<file path="src/rtl/sad_window_sequencer.sv">
// Horizontal SAD window sequencer: keeps a WIN-deep delay line of absolute-
// difference samples and emits one running window sum per pixel once full.
// Ports:
//   clock, reset           - rising-edge clock, synchronous active-high reset
//   in_valid/in_ready      - input handshake; in_data is the AD sample
//   line_start             - marks the accepted sample as pixel 0 of a line
//   out_valid/out_ready    - output handshake (one-deep output register)
//   out_sum/out_col/out_last - window sum, leftmost column, last-of-line flag
//   proto_err              - sticky framing error, cleared only by reset
module sad_window_sequencer #(
   parameter int unsigned WIN    = 8,
   parameter int unsigned DATA_W = 12,
   parameter int unsigned SUM_W  = 16,
   parameter int unsigned LINE_W = 640,
   parameter int unsigned COL_W  = 10
) (
   input  logic              clock,
   input  logic              reset,
   input  logic              in_valid,
   output logic              in_ready,
   input  logic [DATA_W-1:0] in_data,
   input  logic              line_start,
   output logic              out_valid,
   input  logic              out_ready,
   output logic [SUM_W-1:0]  out_sum,
   output logic [COL_W-1:0]  out_col,
   output logic              out_last,
   output logic              proto_err
);

   // Pixel counter must reach LINE_W itself, which may equal 2^COL_W.
   localparam int unsigned PIX_W = COL_W + 1;
   localparam int unsigned PTR_W = (WIN > 1) ? $clog2(WIN) : 1;

   typedef enum logic [1:0] {IDLE, FILL, RUN} state_t;

   state_t             state_q, state_d;
   logic [SUM_W-1:0]   sum_q, sum_d;
   logic [PIX_W-1:0]   pix_q, pix_d;
   logic [PTR_W-1:0]   wptr_q, wptr_d;
   logic               out_valid_q, out_valid_d;
   logic [SUM_W-1:0]   out_sum_q, out_sum_d;
   logic [COL_W-1:0]   out_col_q, out_col_d;
   logic               out_last_q, out_last_d;
   logic               proto_err_q, proto_err_d;
   logic [DATA_W-1:0]  dline_q [WIN];
   logic               dl_we;
   logic               accept;
   logic [DATA_W-1:0]  oldest;

   assign in_ready  = !out_valid_q || out_ready;
   assign accept    = in_valid && in_ready;
   assign oldest    = dline_q[wptr_q];

   assign out_valid = out_valid_q;
   assign out_sum   = out_sum_q;
   assign out_col   = out_col_q;
   assign out_last  = out_last_q;
   assign proto_err = proto_err_q;

   // Next-state, running-sum and output-register load logic.
   always_comb begin
      state_d     = state_q;
      sum_d       = sum_q;
      pix_d       = pix_q;
      wptr_d      = wptr_q;
      out_valid_d = out_valid_q && !out_ready;
      out_sum_d   = out_sum_q;
      out_col_d   = out_col_q;
      out_last_d  = out_last_q;
      proto_err_d = proto_err_q;
      dl_we       = 1'b0;

      if (accept) begin
         if (line_start) begin
            // A line_start mid-line aborts the partial line and restarts.
            if (state_q != IDLE) proto_err_d = 1'b1;
            sum_d   = SUM_W'(in_data);
            pix_d   = PIX_W'(1);
            state_d = FILL;
            dl_we   = 1'b1;
         end else begin
            case (state_q)
               FILL: begin
                  sum_d = sum_q + SUM_W'(in_data);
                  pix_d = pix_q + PIX_W'(1);
                  dl_we = 1'b1;
               end
               RUN: begin
                  sum_d = sum_q + SUM_W'(in_data) - SUM_W'(oldest);
                  pix_d = pix_q + PIX_W'(1);
                  dl_we = 1'b1;
               end
               default: proto_err_d = 1'b1;
            endcase

            if (state_q != IDLE && pix_d >= PIX_W'(WIN)) begin
               out_valid_d = 1'b1;
               out_sum_d   = sum_d;
               out_col_d   = COL_W'(pix_d - PIX_W'(WIN));
               out_last_d  = (pix_d == PIX_W'(LINE_W));
               state_d     = (pix_d == PIX_W'(LINE_W)) ? IDLE : RUN;
            end
         end

         if (dl_we) wptr_d = (wptr_q == PTR_W'(WIN - 1)) ? '0 : wptr_q + PTR_W'(1);
      end
   end

   // Control and output registers.
   always_ff @(posedge clock) begin
      if (reset) begin
         state_q     <= IDLE;
         sum_q       <= '0;
         pix_q       <= '0;
         wptr_q      <= '0;
         out_valid_q <= 1'b0;
         out_sum_q   <= '0;
         out_col_q   <= '0;
         out_last_q  <= 1'b0;
         proto_err_q <= 1'b0;
      end else begin
         state_q     <= state_d;
         sum_q       <= sum_d;
         pix_q       <= pix_d;
         wptr_q      <= wptr_d;
         out_valid_q <= out_valid_d;
         out_sum_q   <= out_sum_d;
         out_col_q   <= out_col_d;
         out_last_q  <= out_last_d;
         proto_err_q <= proto_err_d;
      end
   end

   // Delay line; the oldest sample is read at wptr_q before this write.
   always_ff @(posedge clock) begin
      if (dl_we) dline_q[wptr_q] <= in_data;
   end

endmodule

</file>
<file path="config.mk">
export PLATFORM = sky130hd
export DESIGN_NAME = sad_window_sequencer
export DESIGN_NICKNAME = d
export VERILOG_FILES = /design/src/rtl/sad_window_sequencer.sv
export SDC_FILE = /design/constraint.sdc
export NUM_CORES = 1
export LEC_CHECK = 0
export BUFFER_PORTS_ARGS = -buffer_cell sky130_fd_sc_hd__buf_2
export CORE_ASPECT_RATIO = 1.4
export CORE_MARGIN = 1.5
export CORE_UTILIZATION = 40
export CTS_CLUSTER_DIAMETER = 150
export DETAILED_ROUTE_END_ITERATION = 8
export GPL_TIMING_DRIVEN = 0
export PLACE_DENSITY_LB_ADDON = 0.25
export SLEW_MARGIN = 0
export SYNTH_ARGS = -nofsm -noshare
export SYNTH_HDL_FRONTEND = slang
export SYNTH_SLANG_ARGS = --single-unit
</file>
<file path="constraint.sdc">
create_clock -name clock -period 4.9 [get_ports clock]
set_input_delay 0.245 -clock clock [delete_from_list [all_inputs] [get_ports clock]]
set_output_delay 0.245 -clock clock [all_outputs]
set_load 0.1 [all_outputs]
</file>
==> out/results.ini <==
[floorplanning]
initial_core_util_pct=40.6
io_pins=47
rows=62
dieArea_sq_mm=0.0217
fp.dieH_um=174
die_x_um=125
placeableCoreArea_sq_mm=0.0205

[synthesis]
yosysTopAreaCell=edfxtp_1
ys.flop_type=edfxtp_1
synth_seq_cells=160
yosys-top-cells-area=edfxtp_1 35%, dfxtp_1 15%, mux4_2 6.5%
syn_area_sq_mm=0.00832
ys_seq_area_share_pct=50.1
async_flop_share_pct=0
ys_types=74
synth_edf_count=96
yosysWarnings=0
syn_area_per_cell_sq_um=11.0
synth.top_cell.area_share_pct=34.7
synthCells=753
syn_nets=803

[clock_network]
cts_setup_buffers=0
clockBufferDepth=2
cts_root_buffer=clkbuf_16
cts_buffers=17
cts_tree=done
cts_hold_buf=0
clock_latency_ps=450
cts.sinks=160
htree_levels=4
path_clk_slew_ps=70

[setup_path]
crit_fanout=10
crit_type=flip-flop to flip-flop
start_kind=flip-flop
arrival_ps=4870
reg2reg_setup_slack_ps=340
cp-end-kind=flip-flop
rr_worst_depth=13
critPathCapture=sum_q[14]
cp_data_required_time_ps=5210
timing.rr.end=sum_q[14]

[sta]
grt_setup_unrepaired=false
hold_viol_final=0
finalSetupViolCount=0
worstMarginPinSlew_ps=1260
skew_ps=22.0
fin_crit_sh_pct=93.1
finalMaxSlewViolations=0
relSlewSlack_pct=15.8
post-route-min-period_ps=4560
max_freq_mhz=219

[routing]
ant_nets=0
vias_per_cell=5.70
wirelength_mm=21.8
drtIter0Drc=379
drc=0
wl_per_cell_um=19.9
firstDrtPassIters=5
via_count=6233

[placement]
place_hpwl_mm=16.5
globalplace.congestion=0.909
placed_cells=1061
io_buffers=45

[cells_and_area]
utilization_pct=46.6
nets=874
n_fill_cell=1931
syn_to_final_growth_pct=14.8
diodes=0
drive_above_1_share_pct=17.0
layout.cells.non_filler=1093

[run_status]
status=complete, no violations

[grt]
grt_pass1_wl_mm=34.7
antenna_found_initial=0
groute.usage.overall_pct=20.6
grt_max_degree=17
overflow=0
grt_pass1_vias=6335

[pwr]
powerDensity_mw_per_mm2=341
p_leak_nw=3.34
ir_worst_vdd_mv=0.243

[min_path]
hold_class=input pin to flip-flop

[job]
maxCapViolCount=0

[worst max-delay path, cell delays in order, from the launching register on]
cell       delay, ps
dfxtp_1          310
clkbuf_1         330
buf_2            450
mux4_2           570
mux2i_1          300
ha_1             340
nor2b_1          160
o31a_1           300
o2111ai_1        330
a21oi_1          150
or2_1            320
o311a_1          370
nor3_1           350
o32ai_1          160
[cell usage in the layout (no fill, tap or decap), types with 15 or more instances in the layout]
master     instances
nand3_1           15
edfxtp_1          96
a21oi_1           52
dfxtp_1           64
buf_2             51
o21ai_0           27
mux2i_1           16
mux4_2            24
clkbuf_1          31
nor2_1            65
xnor2_1           19
nand2_1           66
ha_1              31
clkbuf_16         17
inv_1             21
[stage by stage]
stage | setup TNS [ps] | hold slack, ps | instance area [sq um] | worst slack (ps) | power (mW)
after global placement | -284 | 439 | 8860 | -45.0 | 1.97
after detailed placement | -148 | 441 | 8970 | -88.8 | 1.98
after floorplan | 0 | 344 | 8320 | 691 | 1.84
final | 0 | 131 | 9550 | 338 | 3.26
after global routing | 0 | 156 | 9550 | 25.3 | 3.39
after CTS | 0 | 134 | 9560 | 151 | 3.27
[flip-flops by register name, indices dropped and copies added, names as in the netlist, named ones only]
name       cells
proto_err      1
dline_q       96
wptr_q         3
out_col       10
sum_q         16
state_q        2
out_sum       16
out_last       1
pix_q         11
out_valid      1
[cells in the mapped netlist, drive strengths merged, types with 5 or more instances]
cell type  instances
dfxtp             64
or2                5
mux4              24
a21o               8
xnor2             19
nand3             17
inv               21
mux2i             16
ha                31
xor2              10
a311oi             5
and2               7
nor3b              5
a21oi             52
buf               15
o31ai              5
clkbuf            30
a31oi             12
nand2             66
o31a               6
nor3              15
nor2              66
and3               5
or3                9
a211oi            14
o21ai             29
edfxtp            96
o211ai             9
o21a              10
nor4              10
nand4              6
[where the power goes]
part / switching (mW) / total [mW] / internal [mW] / leakage (nW)
clock network: 0.594 / 1.31 / 0.715 / 0.277
registers: 0.0113 / 1.46 / 1.45 / 1.39
logic: 0.301 / 0.493 / 0.192 / 1.68
[area by class of cell]
cell class,instances,area (sq um),share of cell area [%]
Sequential cell,160,4160,43.6
Clock buffer,18,429,4.49
Clock inverter,14,148,1.55
Timing Repair Buffer,52,293,3.07
Tap cell,256,320,3.35
Inverter,21,78.8,0.825
Buffer,45,206,2.16
Multi-Input combinational cell,527,3910,41.0
[per-layer routing]
layer | up-vias | GRT usage, % | share of wire (%)
met5 | - | 0 | 0
met4 | 0 | 9.52 | 3.5
met3 | 42 | 3.06 | 3.2
met2 | 151 | 37.3 | 53
met1 | 3024 | 24.0 | 40
li1 | 3016 | - | -
[how the worst min path moves through the flow]
stage | from | endpoint | slack [ps] | cells after the start
6_report | reset | sum_q[14] | 130 | 3
5_1_grt | in_data[5] | dline_q[5][5] | 160 | 1
4_1_cts | reset | sum_q[14] | 130 | 3
3_5_place_dp | out_col[8] | out_col[8] | 440 | 2
3_3_place_gp | out_col[8] | out_col[8] | 440 | 2
2_1_floorplan | in_data[0] | dline_q[0][0] | 340 | 0
[repair_timing]
action,4_1_cts,5_1_grt
endpoints found under the hold margin,0,0
gates resized for setup,4,4
setup endpoints to repair,2,2
pin swaps,0,0
[cell families (layout without fill, tap and decap cells)]
family | Yosys count | in the layout | share of synthesized area (%)
xor gates and xnor gates | 29 | 29 | 3.05
AOI/OAI and AO/OA | 193 | 193 | 16.0
muxes | 41 | 41 | 8.56
buffers and inverters | 66 | 150 | 3.40
adders and majority gates | 33 | 33 | 5.14
DFF | 160 | 160 | 50.1
and+or+nand+nor | 231 | 231 | 13.7
(Power assumes the default switching activity.)
